--- src/rtl/cook_stage_scheduler.sv ---
// Two-stage cook-program sequencer: per-stage time/power config, 1 Hz countdown,
// magnetron duty cycling over a DUTY_WIN-tick window, pause/resume and end-of-cook beep.
module cook_stage_scheduler #(
  parameter int SEC_W    = 10,
  parameter int DUTY_WIN = 10,
  parameter int BEEP_S   = 3
) (
  input  logic             clock,
  input  logic             reset,
  input  logic             tick_1hz,
  input  logic             start,
  input  logic             stop,
  input  logic             door_closed,
  input  logic             cfg_we,
  input  logic             cfg_stage,
  input  logic [SEC_W-1:0] cfg_secs,
  input  logic [3:0]       cfg_power,
  output logic             mag_on,
  output logic             running,
  output logic             paused,
  output logic             cur_stage,
  output logic [SEC_W-1:0] secs_left,
  output logic             done_beep
);

  localparam int SLOT_W = (DUTY_WIN > 1) ? $clog2(DUTY_WIN) : 1;
  localparam int BEEP_W = (BEEP_S > 1) ? $clog2(BEEP_S) : 1;

  typedef enum logic [1:0] {IDLE, RUN, PAUSE, DONE} state_t;

  state_t                   state, state_n;
  logic [1:0][SEC_W-1:0]    stage_secs, stage_secs_n;
  logic [1:0][3:0]          stage_pwr, stage_pwr_n;
  logic [SEC_W-1:0]         secs_n;
  logic [SLOT_W-1:0]        slot, slot_n;
  logic [BEEP_W-1:0]        beep_cnt, beep_n;
  logic                     stage_n;
  logic                     valid0, valid1;

  // Power is stored already clamped so every consumer sees the effective value.
  function automatic logic [3:0] clamp_power(input logic [3:0] p);
    return (p > 4'd10) ? 4'd10 : p;
  endfunction

  assign valid0 = (stage_pwr[0] != 4'd0) && (stage_secs[0] != '0);
  assign valid1 = (stage_pwr[1] != 4'd0) && (stage_secs[1] != '0);

  always_comb begin
    state_n      = state;
    stage_secs_n = stage_secs;
    stage_pwr_n  = stage_pwr;
    secs_n       = secs_left;
    slot_n       = slot;
    stage_n      = cur_stage;
    beep_n       = beep_cnt;
    case (state)
      IDLE: begin
        if (cfg_we) begin
          stage_secs_n[cfg_stage] = cfg_secs;
          stage_pwr_n[cfg_stage]  = clamp_power(cfg_power);
        end
        if (start && !stop && door_closed && (valid0 || valid1)) begin
          state_n = RUN;
          stage_n = ~valid0;
          secs_n  = valid0 ? stage_secs[0] : stage_secs[1];
          slot_n  = '0;
        end
      end
      RUN: begin
        if (tick_1hz) begin
          slot_n = (slot == SLOT_W'(DUTY_WIN - 1)) ? '0 : slot + SLOT_W'(1);
          if (secs_left == SEC_W'(1)) begin
            if (!cur_stage && valid1) begin
              stage_n = 1'b1;
              secs_n  = stage_secs[1];
              slot_n  = '0;
            end else begin
              state_n = DONE;
              secs_n  = '0;
              beep_n  = '0;
            end
          end else begin
            secs_n = secs_left - SEC_W'(1);
          end
        end
        // A finished cook goes to DONE even if a pause request lands on the final tick.
        if ((stop || !door_closed) && state_n == RUN) state_n = PAUSE;
      end
      PAUSE: begin
        if (stop) begin
          state_n = IDLE;
          secs_n  = '0;
        end else if (start && door_closed) begin
          state_n = RUN;
        end
      end
      DONE: begin
        if (stop) begin
          state_n = IDLE;
        end else if (tick_1hz) begin
          if (beep_cnt == BEEP_W'(BEEP_S - 1)) state_n = IDLE;
          else beep_n = beep_cnt + BEEP_W'(1);
        end
      end
      default: state_n = IDLE;
    endcase
  end

  always_ff @(posedge clock) begin
    if (reset) begin
      state      <= IDLE;
      stage_secs <= '0;
      stage_pwr  <= '0;
      secs_left  <= '0;
      slot       <= '0;
      cur_stage  <= 1'b0;
      beep_cnt   <= '0;
    end else begin
      state      <= state_n;
      stage_secs <= stage_secs_n;
      stage_pwr  <= stage_pwr_n;
      secs_left  <= secs_n;
      slot       <= slot_n;
      cur_stage  <= stage_n;
      beep_cnt   <= beep_n;
    end
  end

  assign running   = (state == RUN);
  assign paused    = (state == PAUSE);
  assign done_beep = (state == DONE);
  // Door is a hard interlock: mag_on follows door_closed combinationally.
  assign mag_on    = running && door_closed && (int'(slot) < int'(stage_pwr[cur_stage]));

endmodule

--- config.mk ---
export PLATFORM = sky130hd
export DESIGN_NAME = cook_stage_scheduler
export DESIGN_NICKNAME = d
export VERILOG_FILES = /design/src/rtl/cook_stage_scheduler.sv
export SDC_FILE = /design/constraint.sdc
export NUM_CORES = 1
export LEC_CHECK = 0
export CAP_MARGIN = 25
export CORE_MARGIN = 2
export CORE_UTILIZATION = 40
export DETAILED_ROUTE_END_ITERATION = 8
export RECOVER_POWER = 25
export SYNTH_ARGS = -nofsm -noshare
export SYNTH_HDL_FRONTEND = slang
export SYNTH_SLANG_ARGS = --single-unit
export TNS_END_PERCENT = 5
--- constraint.sdc ---
create_clock -name clock -period 3.85 [get_ports clock]
set_input_delay 1.155 -clock clock [delete_from_list [all_inputs] [get_ports clock]]
set_output_delay 1.155 -clock clock [all_outputs]
set_load 0.02 [all_outputs]
== Word level (Yosys, flattened, before mapping) ==
Index checks and enable logic that the tools add are counted.
Widths: inputs -> output; s select.

* Input port bits: 22
* Bits in latches: 0
* Logic and storage cells: 113
* Memories: 0
* Bits in registers: 47
* Output and inout port bits: 15
* Bits in writable memories: 0
* Bits in read-only memories: 0

* Reduce and logical (&&, ||, !) cells: 30
* Multiplexer cells: 46
* $mul: 0
* Equality and inequality tests: 19
* Order comparisons: 5
* Shift-type cells: 0
* Bitwise gates (word level): 1
* Divide/modulo/power cells: 0
* Add/subtract/negate cells: 3

{| class="wikitable"
|+ Operators by type and width
! operator !! count
|-
| $mux 10 || 7
|-
| $mux 4 || 9
|-
| $mux 2 || 17
|-
| $pmux 10 s3 || 1
|-
| $bwmux 20 || 1
|-
| $reduce_bool 10->1 || 2
|-
| $ne 2x2->1 const B || 7
|-
| $logic_and 1x1->1 || 11
|-
| $demux 10 s1 || 1
|-
| $eq 10x1->1 const B || 1
|-
| $sub 10x1->10 const B || 1
|-
| $bwmux 8 || 1
|-
| $pmux 2 s4 || 1
|-
| $pmux 4 s2 || 1
|-
| $reduce_and 4->1 || 2
|-
| $reduce_bool 4->1 || 2
|-
| $reduce_and 7->1 || 1
|-
| $eq 2x2->1 const B || 3
|-
| $ne 3x2->1 const B || 2
|-
| $reduce_and 5->1 || 1
|-
| $add 4x1->4 const B || 1
|-
| $demux 4 s1 || 1
|-
| $eq 2x1->1 const B || 2
|-
| $eq 4x4->1 const B || 1
|-
| 18 further kinds || 27
|}

== Logic depth before layout (Yosys ltp) ==
Gate-level depths: netlist of run 1.

* Depth in word-level cells: 11
* Gate-level depth with buffers: 9

== Worst setup path before layout of run 1 ==
OpenSTA, ideal clock, no wires.

* Kind: register -> output
* Start point: register cur_stage
* End point: output port mag_on
* Required time: 2695 ps
* Path buffers: 1
* Arrival: 1819 ps
* Stages on the path, launching flop included: 8
* Path slack: 876 ps
* Cell sequence: dfxtp_1 clkbuf_1 mux2i_1 ha_1 o21a_1 o21a_1 o21ai_0 and4b_1

* Cells in the longest elaborated chain, start to end: 4

{| class="wikitable"
|+ RTL lines
! what !! RTL line !! source
|-
| start, declared || 21 || <nowiki>output logic cur_stage,</nowiki>
|-
| start signal, assigned || 124 || <nowiki>cur_stage <= stage_n;</nowiki>
|-
| $mux 4 (not written as such) (2 in a row) || 133 || <nowiki>assign mag_on = running && door_closed && (int'(slot) < int'(stage_pwr[cur_stage]));</nowiki>
|-
| $lt 4x4->1 || 133 ||
|-
| $logic_and 1x1->1 || 133 ||
|-
| end, declared || 18 || <nowiki>output logic mag_on,</nowiki>
|}

No other way between the ends. The select of a mux whose other input is x is not followed.

== Worst setup path in the final report of run 1 ==
Ends and elaborated chain as after synthesis.

==> results.json, run 1 <==
{
  "cts_setup_buffers": 0,
  "fmax_ghz": 0.2752,
  "hold_violations": 0,
  "numCtsBuffers": 5,
  "cp-start-kind": "flop",
  "peakVddDrop_mv": 0.2750,
  "async_reset_ff_share_pct": 0,
  "grt.busiest_layer": "met2",
  "cts_root_buffer": "clkbuf_8",
  "core.rowCount": 30,
  "ys_seq_area_share_pct": 33.83,
  "grt_max_degree": 49,
  "die-area_sq_um": 7636,
  "p_leak_nw": 1.145,
  "period_needed_ns": 3.634,
  "cts.htree.levels": 2,
  "rsz0062_at_grt": "false",
  "grt_overflow_total": 0,
  "start_util_pct": 41.17,
  "grt_util_met3_pct": 3.128,
  "cts_num_sinks": 47,
  "hp-class": "flop to flop",
  "final_util_pct": 48.63,
  "postCtsHoldBufs": 0,
  "regArea_sq_um": 940.9,
  "tightestPinTransition_ns": 0.7905,
  "cp.required_ns": 2.69,
  "place_congestion": 0.8153,
  "routed_via_density": 5.513,
  "core_area_sq_um": 6756,
  "clk_latency_ns": 0.31,
  "vias": 2525,
  "clk_pin_slew_ns": 0.10,
  "avgSynthCellArea_sq_um": 8.016,
  "antenna_found_initial": 0,
  "critPathKind": "flop to primary output",
  "slew_viol_final": 0,
  "slew_headroom_pct": 46.86,
  "setup_viol": 0,
  "power_density_nw_per_um2": 541.5,
  "drive_gt1_share_pct": 8.466,
  "synth_seq_cells": 47,
  "synthFlopType": "dfxtp_1",
  "die_y_microns": 87.39,
  "syn_area_sq_um": 2781,
  "grt_pass1_vias": 2354,
  "ys_types": 57,
  "fillerInstances": 706,
  "routedWlPerCell_microns": 14.67,
  "final_area_sq_um": 3286,
  "io_buffers": 36,
  "wirelength_mm": 6.721,
  "tritoncts": "done",
  "status": "completed",
  "met1_usage_pct": 27.38,
  "ant_nets": 0,
  "synth-edff-count": 0,
  "drt_iter0_drc": 182,
  "crit_arrival_ns": 2.48,
  "finalPower_mw": 1.779,
  "place_area_sq_um": 3189,
  "dpl.hpwl_mm": 4.975,
  "clock_skew_ns": 0.007651,
  "cts_max_path_buffers": 2,
  "grt.total_usage_pct": 18.82,
  "die_w_microns": 87.39,
  "grt_pass1_wl_mm": 11.40,
  "finalNonFillerCells": 458,
  "path_max_fanout": 7,
  "first_pass_iters": 4,
  "layout_worst_path_cycle_share_pct": 94.39,
  "maxCapViolations": 0,
  "dp_cells": 450,
  "syn2layout_area_growth_pct": 18.13,
  "end_kind": "primary output",
  "synthCells": 347,
  "num_antenna_cells": 0,
  "multiInputGateArea_sq_um": 1728,
  "fin_nets": 412,
  "drcViolationCount": 0,
  "use_met2_pct": 29.34,
  "cts_resized": 0,
  "num_io_pins": 37,
  "ys_warn_count": 0,
  "syn_nets": 382,
  "tns_ns": 0
}
[worst paths after layout]
path / cells past startpoint / to / start / slack, ns
max: 7 / mag_on / cur_stage / 0.22
min: 2 / stage_pwr[6] / stage_pwr[6] / 0.48
max reg2reg: 7 / beep_cnt[1] / secs_left[0] / 1.42
min reg2reg: 2 / stage_pwr[6] / stage_pwr[6] / 0.48
[Yosys cell counts (5+ instances only)]
master | n | area [sq um]
mux2i_1 | 10 | 100.1
inv_1 | 10 | 37.54
nand3_1 | 7 | 35.03
ha_1 | 13 | 162.7
nand2_1 | 63 | 236.5
dfxtp_1 | 47 | 940.9
a211oi_1 | 13 | 97.59
clkbuf_1 | 11 | 41.29
a21oi_1 | 43 | 215.2
nor2_1 | 32 | 120.1
o21ai_0 | 11 | 55.05
nor3b_1 | 5 | 37.54
nor3_1 | 8 | 40.04
[area by class of cell]
cell class	instances	share of cell area, %
Multi-Input combinational cell	274	52.59
Sequential cell	47	28.64
Timing Repair Buffer	39	11.65
Tap cell	80	3.046
Clock buffer	5	2.094
Inverter	10	1.142
Clock inverter	3	0.8378
[through the flow]
| step | setup slack (ns) | hold slack (ns) |
|---|---|---|
| after global placement | 0.2334 | 0.4633 |
| after CTS | 0.1928 | 0.4825 |
| final | 0.2160 | 0.4789 |
| after floorplan | 0.8756 | 0.4486 |
| after global routing | 0.01049 | 0.5077 |
| after detailed placement | 0.2236 | 0.4692 |
[state kept, by name, summed over array words and instances, names as in the netlist]
| signal | flops |
|---|---|
| beep_cnt | 2 |
| cur_stage | 1 |
| secs_left | 10 |
| slot | 4 |
| stage_pwr | 8 |
| stage_secs | 20 |
| state | 2 |
[worst max-delay path, stage by stage (launching register included)]
cell and delay (ns):
dfxtp_1 0.50, mux2i_1 0.22, ha_1 0.24, o21a_1 0.11
o21a_1 0.17, o21ai_0 0.14, and4b_1 0.20, clkdlybuf4s50_1 0.60
[placed cells by master, fill, tap and decap left out, types with 3 or more instances in the layout]
| master | Yosys | final |
|---|---|---|
| nor3b_1 | 5 | 5 |
| clkbuf_8 | 0 | 5 |
| a211oi_1 | 13 | 13 |
| nor3_1 | 8 | 8 |
| a21oi_1 | 43 | 43 |
| nor4_1 | 3 | 3 |
| nand2_1 | 63 | 63 |
| buf_4 | 0 | 3 |
| a221oi_1 | 3 | 3 |
| nor4_2 | 3 | 3 |
| o22ai_1 | 4 | 4 |
| mux2i_1 | 10 | 10 |
| o21ai_0 | 11 | 11 |
| ha_1 | 13 | 13 |
| inv_1 | 10 | 10 |
| clkdlybuf4s50_1 | 0 | 35 |
| nor2_1 | 32 | 32 |
| nand3_1 | 7 | 7 |
| nand2b_1 | 4 | 4 |
| dfxtp_1 | 47 | 47 |
[cells by family (layout without fill, tap and decap cells)]
family                     count (synthesis)  after routing  synth area share (%)
and+or+nand+nor                          149            149                 27.13
adders and majority gates                 13             13                 5.848
buffers and inverters                     26             57                 4.048
DFF                                       47             47                 33.83
muxes                                     11             11                 4.004
AOI/OAI and AO/OA                         99             99                 24.52
xor gates and xnor gates                   2              2                0.6299
[per-layer routing]
layer / wire length (microns) / up-vias
met1: 3501 / 1162
li1: - / 1317
met2: 2991 / 41
met4: 53 / 0
met5: 0 / -
met3: 175 / 5
[power by group]
part	switching, mW	internal, mW
Sequential	0.0960	0.547
Clock	0.186	0.135
Combinational	0.459	0.355
Total	0.742	1.04
(Power assumes the default switching activity.)
==> inputs of run 2 (changes only) <==
--- a/config.mk
+++ b/config.mk
@@ -9,6 +9,7 @@
 export CORE_MARGIN = 2
 export CORE_UTILIZATION = 40
 export DETAILED_ROUTE_END_ITERATION = 8
+export DONT_BUFFER_PORTS = 1
 export RECOVER_POWER = 25
 export SYNTH_ARGS = -nofsm -noshare
 export SYNTH_HDL_FRONTEND = slang
==> run 2 against run 1 <==
Against the previous run:
- sequential share of layout area rose by 3.5 points
- cell count fell by 8.3%
- flip-flop and latch count did not move
- clock skew rose by 0.0060 ns
- global-route usage fell by 0.62 points
- die area did not move
- largest cell class unchanged
==> results.json, run 2 (synthesis gave the netlist of run 1 again) <==
{
  "peakVddDrop_mv": 0.1833,
  "fin_nets": 374,
  "finalPower_mw": 1.733,
  "hp-class": "flop to flop",
  "cp_num_cells": 6,
  "grt_pass1_wl_mm": 11.15,
  "num_antenna_cells": 0,
  "tritoncts": "done",
  "routedWlPerCell_microns": 16.10,
  "finalNonFillerCells": 420,
  "io_buffers": 0,
  "cts_setup_buffers": 0,
  "cp-start-kind": "flop",
  "grt_pass1_vias": 2285,
  "syn2layout_area_growth_pct": 5.173,
  "vias": 2403,
  "clock_skew_ns": 0.01364,
  "final_area_sq_um": 2925,
  "hold_start": "stage_secs[5]",
  "reg2reg_from": "secs_left[0]",
  "end_kind": "primary output",
  "grt_overflow_total": 0,
  "reg_top3": "stage_secs x20, secs_left x10, stage_pwr x8",
  "cts_resized": 0,
  "place_area_sq_um": 2814,
  "p_leak_nw": 1.004,
  "die_w_microns": 87.39,
  "dp_cells": 412,
  "fmax_ghz": 0.3000,
  "hold_path_depth": 2,
  "dpl.hpwl_mm": 4.914,
  "crit_top_cell": "o21a_1",
  "maxCapViolations": 0,
  "drive_gt1_share_pct": 8.529,
  "core.rowCount": 30,
  "clk_pin_slew_ns": 0.10,
  "cts_max_path_buffers": 2,
  "numCtsBuffers": 5,
  "antenna_found_initial": 0,
  "status": "completed",
  "grt_max_degree": 50,
  "largest_reg_flops": 20,
  "drcViolationCount": 0,
  "first_pass_iters": 5,
  "wirelength_mm": 6.762,
  "most-common-layout-cells": "nand2_1 (63), dfxtp_1 (47), a21oi_1 (43)",
  "hold_violations": 0,
  "core_area_sq_um": 6756,
  "timing.critical_path.buf_inv": 0,
  "cts_root_buffer": "clkbuf_8",
  "place_congestion": 0.8161,
  "path_cells": "mux2i_1, ha_1, o21a_1, o21a_1, o21ai_0, and4b_1",
  "final_util_pct": 43.30,
  "reg2reg_depth": 7,
  "cp.required_ns": 2.69,
  "crit_arrival_ns": 2.18,
  "final_common_cell": "nand2_1",
  "start_util_pct": 41.17,
  "path_max_fanout": 7,
  "num_io_pins": 37,
  "routed_via_density": 5.721,
  "regMostFlops": "stage_secs",
  "tightestPinTransition_ns": 0.8504,
  "period_needed_ns": 3.333,
  "die-area_sq_um": 7636,
  "crit_start": "cur_stage",
  "ant_nets": 0,
  "tns_ns": 0,
  "setup_viol": 0,
  "rsz0062_at_grt": "false",
  "postCtsHoldBufs": 0,
  "cts.htree.levels": 2,
  "crit_slowest_cell": "dfxtp_1",
  "critical-path-max-stage-delay_ns": 0.61,
  "die_y_microns": 87.39,
  "layout_worst_path_cycle_share_pct": 86.57,
  "power_density_nw_per_um2": 592.5,
  "slew_headroom_pct": 42.83,
  "slew_viol_final": 0,
  "clk_latency_ns": 0.31,
  "cts_num_sinks": 47,
  "critPathTopFamily": "flip-flops",
  "critPathKind": "flop to primary output",
  "grt.total_usage_pct": 18.21,
  "drt_iter0_drc": 138
}
[run 2: worst paths after layout]
kind,slack [ns],end
setup / recovery,0.52,mag_on
hold / removal,0.47,stage_secs[5]
setup reg to reg,1.26,beep_cnt[1]
hold reg to reg,0.47,stage_secs[5]
[run 2: routing by layer]
metal | wire [microns] | share of wire [%] | GRT usage (%)
met1 | 3356 | 50 | 25.94
met4 | 99 | 1.5 | 5.455
met2 | 2935 | 43 | 27.34
met5 | 0 | 0 | 0
met3 | 370 | 5.5 | 4.076
[run 2: worst reg2reg max path: stages, from the launching register on]
cell	delay, ns
dfxtp_1	0.58
ha_1	0.24
nor3b_1	0.46
nand3_1	0.25
a21oi_1	0.42
o21bai_1	0.12
a222oi_1	0.34
nor2_1	0.06
[run 2: where the power goes]
part,internal (mW),switching [mW]
Combinational,0.273,0.387
Clock,0.196,0.187
Sequential,0.547,0.144
[run 2: area by class of cell]
type                            count  area, sq um
Sequential cell                    47        940.9
Tap cell                           80        100.1
Clock buffer                        5        68.82
Timing Repair Buffer                1        3.754
Clock inverter                      3        46.29
Inverter                           10        37.54
Fill cell                         721         3831
Multi-Input combinational cell    274         1728
[run 2: through the flow]
stage	setup WS, ns	hold slack [ns]
after global routing	0.3774	0.5051
after floorplan	0.8756	0.4486
after detailed placement	0.8353	0.4587
final	0.5169	0.4729
after global placement	0.8982	0.4592
after CTS	0.4952	0.4749
